--- src/rtl/uart_rx_os16.sv ---
// 8N1 UART receiver, 16x oversampled, 2-of-3 mid-bit vote,
// single-entry valid/ready output buffer with error pulses.
module uart_rx_os16 #(
  parameter int DIV_WIDTH   = 12,
  parameter int SYNC_STAGES = 2
) (
  input  logic                 clk,
  input  logic                 rst_n,
  input  logic                 enable,
  input  logic [DIV_WIDTH-1:0] baud_div,
  input  logic                 rxd,
  output logic [7:0]           m_data,
  output logic                 m_valid,
  input  logic                 m_ready,
  output logic                 err_start,
  output logic                 err_frame,
  output logic                 err_overrun,
  output logic                 busy
);

  typedef enum logic [1:0] {
    IDLE,
    START,
    DATA,
    STOP
  } state_t;

  state_t                 state_q;
  state_t                 state_d;
  logic [SYNC_STAGES-1:0] sync_q;
  logic                   rxd_s;
  logic                   rxd_q;
  logic                   fall;
  logic [DIV_WIDTH-1:0]   div_cnt;
  logic [DIV_WIDTH-1:0]   baud_div_l;
  logic [3:0]             s_cnt;
  logic [2:0]             bit_cnt;
  logic [2:0]             samp_q;
  logic [7:0]             shreg;
  logic                   tick;
  logic                   v2;
  logic                   maj;
  logic                   at_s15;
  logic                   at_s9;
  logic                   start_det;
  logic                   start_bad;
  logic                   frame_bad;
  logic                   byte_ok;
  logic                   shift_en;

  assign rxd_s = sync_q[SYNC_STAGES-1];
  assign fall  = rxd_q & ~rxd_s;
  assign busy  = (state_q != IDLE);
  assign tick  = busy && (div_cnt == baud_div_l);

  // At the stop-bit decision the third sample is the live one.
  assign v2  = (s_cnt == 4'd9) ? rxd_s : samp_q[2];
  assign maj = (samp_q[0] & samp_q[1]) |
               (samp_q[0] & v2) |
               (samp_q[1] & v2);

  assign at_s15 = tick && (s_cnt == 4'd15);
  assign at_s9  = tick && (s_cnt == 4'd9);

  always_ff @(posedge clk or negedge rst_n) begin
    if (!rst_n) begin
      sync_q <= '1;
      rxd_q  <= 1'b1;
    end else begin
      sync_q <= {sync_q[SYNC_STAGES-2:0], rxd};
      rxd_q  <= rxd_s;
    end
  end

  always_ff @(posedge clk or negedge rst_n) begin
    if (!rst_n) begin
      state_q <= IDLE;
    end else begin
      state_q <= state_d;
    end
  end

  always_comb begin
    state_d = state_q;
    if (!enable) begin
      state_d = IDLE;
    end else begin
      unique case (state_q)
        IDLE:  if (fall) state_d = START;
        START: if (at_s15) state_d = maj ? IDLE : DATA;
        DATA:  if (at_s15 && bit_cnt == 3'd7) state_d = STOP;
        STOP:  if (at_s9) state_d = IDLE;
        default: state_d = IDLE;
      endcase
    end
  end

  always_comb begin
    start_det = 1'b0;
    start_bad = 1'b0;
    frame_bad = 1'b0;
    byte_ok   = 1'b0;
    shift_en  = 1'b0;
    if (enable) begin
      unique case (1'b1)
        state_q == IDLE:  start_det = fall;
        state_q == START: start_bad = at_s15 && maj;
        state_q == DATA:  shift_en  = at_s15;
        state_q == STOP: begin
          byte_ok   = at_s9 && maj;
          frame_bad = at_s9 && !maj;
        end
        default: ;
      endcase
    end
  end

  always_ff @(posedge clk or negedge rst_n) begin
    if (!rst_n) begin
      div_cnt    <= '0;
      baud_div_l <= '0;
      s_cnt      <= '0;
      bit_cnt    <= '0;
      samp_q     <= '0;
      shreg      <= '0;
    end else if (start_det) begin
      div_cnt    <= '0;
      baud_div_l <= baud_div;
      s_cnt      <= '0;
      bit_cnt    <= '0;
    end else if (busy) begin
      div_cnt <= tick ? '0 : div_cnt + 1'b1;
      if (tick) begin
        s_cnt <= s_cnt + 1'b1;
        if (s_cnt == 4'd7) samp_q[0] <= rxd_s;
        if (s_cnt == 4'd8) samp_q[1] <= rxd_s;
        if (s_cnt == 4'd9) samp_q[2] <= rxd_s;
      end
      if (shift_en) begin
        shreg   <= {maj, shreg[7:1]};
        bit_cnt <= bit_cnt + 1'b1;
      end
    end
  end

  always_ff @(posedge clk or negedge rst_n) begin
    if (!rst_n) begin
      m_data      <= '0;
      m_valid     <= 1'b0;
      err_start   <= 1'b0;
      err_frame   <= 1'b0;
      err_overrun <= 1'b0;
    end else begin
      err_start   <= start_bad;
      err_frame   <= frame_bad;
      err_overrun <= 1'b0;
      if (byte_ok) begin
        if (!m_valid || m_ready) begin
          m_data  <= shreg;
          m_valid <= 1'b1;
        end else begin
          err_overrun <= 1'b1;
        end
      end else if (m_valid && m_ready) begin
        m_valid <= 1'b0;
      end
    end
  end

endmodule

--- config.mk ---
export PLATFORM = sky130hd
export DESIGN_NAME = uart_rx_os16
export DESIGN_NICKNAME = d
export VERILOG_FILES = /design/src/rtl/uart_rx_os16.sv
export SDC_FILE = /design/constraint.sdc
export NUM_CORES = 1
export LEC_CHECK = 0
export ABC_CLOCK_PERIOD_IN_PS = 1900
export CAP_MARGIN = 25
export CORE_ASPECT_RATIO = 1.75
export CORE_MARGIN = 8
export CORE_UTILIZATION = 47
export CTS_BUF_LIST = sky130_fd_sc_hd__clkbuf_8
export DETAILED_ROUTE_END_ITERATION = 16
export PLACE_DENSITY = 0.8
export SYNTH_ARGS = -nofsm -noshare
export SYNTH_HDL_FRONTEND = slang
export SYNTH_SLANG_ARGS = --single-unit
--- constraint.sdc ---
create_clock -name clk -period 1.9 [get_ports clk]
set_input_delay 0.19 -clock clk [delete_from_list [all_inputs] [get_ports clk]]
set_output_delay 0.19 -clock clk [all_outputs]
set_load 0.05 [all_outputs]
# Word-level counts from Yosys, hierarchy flattened
# Index checks and enable logic that the tools add are counted.
# classes
addsub,3
eq_ne,14
n_mux,32
n_bitwise,8
n_reduce_logical,26
# ops
operator,n
$mux 12,3
$mux 1,16
$add 12x1->12 const B,1
$eq 12x12->1,1
$eq 4x4->1 const B,3
$mux 2,6
$mux 4,3
$ne 3x3->1 const B,4
$reduce_and 4->1,3
$reduce_bool 2->1,5
$mux 3,3
$logic_and 1x1->1,8
$pmux 2 s4,1
$reduce_and 2->1,4
$reduce_and 3->1,2
$add 4x1->4 const B,1
$and 1x1->1,4
$eq 2x2->1 const B,2
$eq 4x3->1 const B,1
$add 3x1->3 const B,1
$eq 3x3->1 const B,1
$eq 2x1->1 const B,1
$logic_not 1->1,2
$logic_not 2->1,1
4 further kinds,6
# word_totals
ff_bits,59
in_bits,17
out_inout_bits,13
elab_cells,99

# Logic depth before layout (Yosys ltp)
# logic_depth
depth_word,10
ltp_mapped,8
ltp_nobuf,7

# Worst setup path after synthesis
# OpenSTA, ideal clock, no wires.
# synth_timing
path_type,register to register
startpoint,register div_cnt[3]
endpoint,register m_data[0]
arrival_time_ns,1.775
t_required_ns,1.775
slack_ns,0.001
path_stages_with_launch,6
path_cell_list,dfrtp_1 xor2_1 nor4_2 nand4_2 nor3_4 mux2_2
# synth_between
elab_chain_len,7
# synth_lines
item,line,text
from (decl),34,logic [DIV_WIDTH-1:0] div_cnt;
from (signal assigned),132,div_cnt <= tick ? '0 : div_cnt + 1'b1;
$eq 12x12->1,54,assign tick = busy && (div_cnt == baud_div_l);
$logic_and 1x1->1,54,
$logic_and 1x1->1,63,assign at_s9 = tick && (s_cnt == 4'd9);
$logic_and 1x1->1,110,byte_ok = at_s9 && maj;
$mux 1,105,unique case (1'b1)
$mux 1,104,if (enable) begin
$reduce_and 2->1 (no source line),--,
to (signal assigned),159,m_data <= shreg;
to (decl),12,"output logic [7:0] m_data,"
# Every way passes these cells.
# A chain may end at the register's enable or synchronous reset.

# Worst setup path after layout
# layout_timing
startpoint,register div_cnt[8]
endpoint,register s_cnt[3]
# layout_between
elab_chain_len,4
# layout_lines
item,line,text
$eq 12x12->1,54,
$logic_and 1x1->1,54,
$reduce_bool 2->1 (no source line),--,
$reduce_and 2->1 (no source line),--,
to (signal assigned),134,s_cnt <= s_cnt + 1'b1;
to (decl),36,logic [3:0] s_cnt;
# Every way passes these cells.

==> flow_summary.toml <==
[cells_and_area]
final_layout_size_suffix_gt1_frac = 0.2485
fin_nets = 348
fin_util = 0.6246
area_delta_synth_final_pct = 31.20
antenna_cells = 0
design_area_um2 = 3615
fill_cells = 449
final_cells = 408

[yosys]
synth_common_cells = "dfrtp_1, nand2_1, nor2_1, xor2_1, mux2_2"
yosysTopAreaCellShare = 0.5086
synth_cells = 260
syn_area_per_cell_um2 = 10.60
ys_ff_latch = 59
yosysWarnings = 0
synth_edf_count = 0
synth.area.top_cells = "dfrtp_1, nand2_1, mux2_2, xor2_1, dfstp_2"
synth_largest_area_cell = "dfrtp_1"
synth_seq_area_share = 0.5372
synth_flop_cell = "dfrtp_1"
synth_area_um2 = 2755
async_reset_ff_frac = 1.000
synthDistinctLibCells = 37
synth_nets = 283

[min_path]
min_from = "rxd"
holdPathStages = 1
min_path_type = "primary input to register"
hold_end = "sync_q[0]"

[setup_path]
r2r_cells = 6
rr_startpoint = "div_cnt[8]"
worstPathCellList = "xor2_2 -> nor4_4 -> nand4_2 -> buf_6 -> or4_1 -> nand2_1"
critical_path_class = "register to register"
cp.arrival_ns = 2.25
crit_fanout = 5
slowest_stage = "or4_1"
critPathLaunchType = "register"
rrSetupSlack_ns = -0.07
cp_slowest_stage_delay_ns = 0.51
required_ns = 2.18
r2r-end = "s_cnt[3]"
end_kind = "register"

[run_status]
violations = "setup timing"
status = "finished, violations left"

[drt]
ant_nets = 0
first_pass_iters = 5
drc = 0
route.final.wire_length_um = 6224
num_vias = 2131
drt_iter0_drc = 167
wl_per_cell_um = 15.25
vias_per_cell = 5.223

[sta]
rsz0062_at_grt = "yes"
hold_viol = 0
worst_pin_slew_ns = 0.4994
layout_setup_ws_ns = -0.07216
fin_crit_sh = 1.038
period_minus_slack_ns = 1.972
setup_viol = 11
finalMaxSlewViolations = 0
timing.slew.headroom = 0.6660
fin_worst_skew_ns = 0.004294
fmax_mhz = 507.1

[pwr]
powerDensity_nw_per_um2 = 797.1
vdd_drop_max_uv = 635.0
total_power_w = 0.002881
power_leakage_nw = 1.802

[global_routing]
grt_pass1_wl_um = 10470
grt_pass1_vias = 2257
overflow = 0
grt_max_degree = 41
grt_usage = 0.1611
antenna_found_initial = 0

[clock_network]
numClockSinks = 59
cts_tree = "yes"
clockBufferDepth = 2
cts.clk_slew.worst_paths_ns = 0.06
insertion_delay_ns = 0.34
htreeDepth = 3
cts_made_buffers = 9
clock-root-buffer = "clkbuf_8"

[placement]
gp_congestion = 0.8781
port-buffer-count = 29
postPlaceCellArea_um2 = 3349
dp_hpwl_um = 4551
dp_cells = 388

[floorplanning]
rows = 37
fp.dieH_um = 117.3
die_area_um2 = 8664
ios = 30
die_x_um = 73.88
coreArea_um2 = 5787
initial_core_util = 0.4761

[flow_run]
drv_cap = 0
==> layout make-up <==
cell class,count,area (µm²),area share
sequential,59,1480,0.4095
multi-input combinational,184,1257,0.3479
timing repair buffer,62,574.3,0.1589
clock buffer,10,137.6,0.03808
tap,78,97.59,0.02700
clock inverter,6,33.78,0.009346
inverter,9,33.78,0.009346
==> through the flow <==
step                hold slack (ns)  TNS [ns]  worst slack, ns
floorplan                   -0.1056         0        0.0005167
global placement             0.1821  -0.03396         -0.02178
detailed placement           0.1898   -0.8523          -0.1239
CTS                          0.2423   -0.7996         -0.09152
global route                 0.2575    -1.583          -0.1440
finish                       0.2548   -0.4514         -0.07216
==> layer usage <==
layer	track usage	share of wire
met1	0.1642	0.40
met2	0.2854	0.54
met3	0.04352	0.036
met4	0.09128	0.026
met5	0	0
==> critical path: cells and delay by family (launching register included) <==
kind | cells | cell delay (ns)
buffers and inverters | 1 | 0.19
and+or+nand+nor | 4 | 1.11
DFF | 1 | 0.41
xor gates and xnor gates | 1 | 0.21
==> cells by family after synthesis <==
| logic type | synth area share |
|---|---|
| DFF | 0.5372 |
| and+or+nand+nor | 0.2021 |
| AOI/OAI and AO/OA | 0.05177 |
| buffers and inverters | 0.02724 |
| muxes | 0.08447 |
| adders and majority gates | 0.02725 |
| xor gates and xnor gates | 0.06994 |
==> layout by cell type (no fill, tap or decap), types with 2 or more instances in the layout <==
master	instances
ha_1	5
o31ai_1	2
buf_4	29
xnor2_1	2
nor4_4	2
and4_1	3
clkbuf_8	10
nand3_1	7
dfstp_2	3
nor3_1	4
o21ai_0	3
clkinvlp_4	2
mux2i_1	3
and3_1	3
xor2_1	19
inv_1	9
o211ai_1	5
mux2_2	18
dfrtp_1	56
nand2_1	56
clkinv_2	3
nand3b_1	2
nand4_1	7
nand2b_1	2
clkdlybuf4s50_1	27
nor2_1	20
a21oi_1	3
nor4_2	3
buf_12	3
==> sequential cells by signal (all words and copies together) (netlist names), 2 cells and up <==
register and flops:
sync_q 2, samp_q 3, s_cnt 4, baud_div_l 12, state_q 2, m_data 8
bit_cnt 3, div_cnt 12, shreg 8
==> worst max-delay path by stage <==
| stage | cells past startpoint | start | to | slack, ns |
|---|---|---|---|---|
| 6_report | 6 | div_cnt[8] | s_cnt[3] | -0.07 |
| 3_3_place_gp | 6 | div_cnt[8] | samp_q[0] | -0.02 |
| 3_5_place_dp | 6 | div_cnt[8] | samp_q[0] | -0.12 |
| 2_1_floorplan | 5 | div_cnt[3] | m_data[0] | 0.0005 |
| 5_1_grt | 6 | baud_div_l[11] | s_cnt[3] | -0.14 |
| 4_1_cts | 6 | div_cnt[6] | m_data[3] | -0.09 |
==> what timing repair did <==
item,4_1_cts,5_1_grt
endpoints found under the setup margin,11,29
resized for setup,4,9
hold buffers,1,0
hold endpoints to repair,16,0
buffers inserted,0,3
pin swaps,3,5
==> where the power goes <==
group	switching (W)	internal, W
clock network	0.000482	0.000495
logic	0.000279	0.000213
registers	0.0000662	0.00135
(Power assumes the default switching activity.)
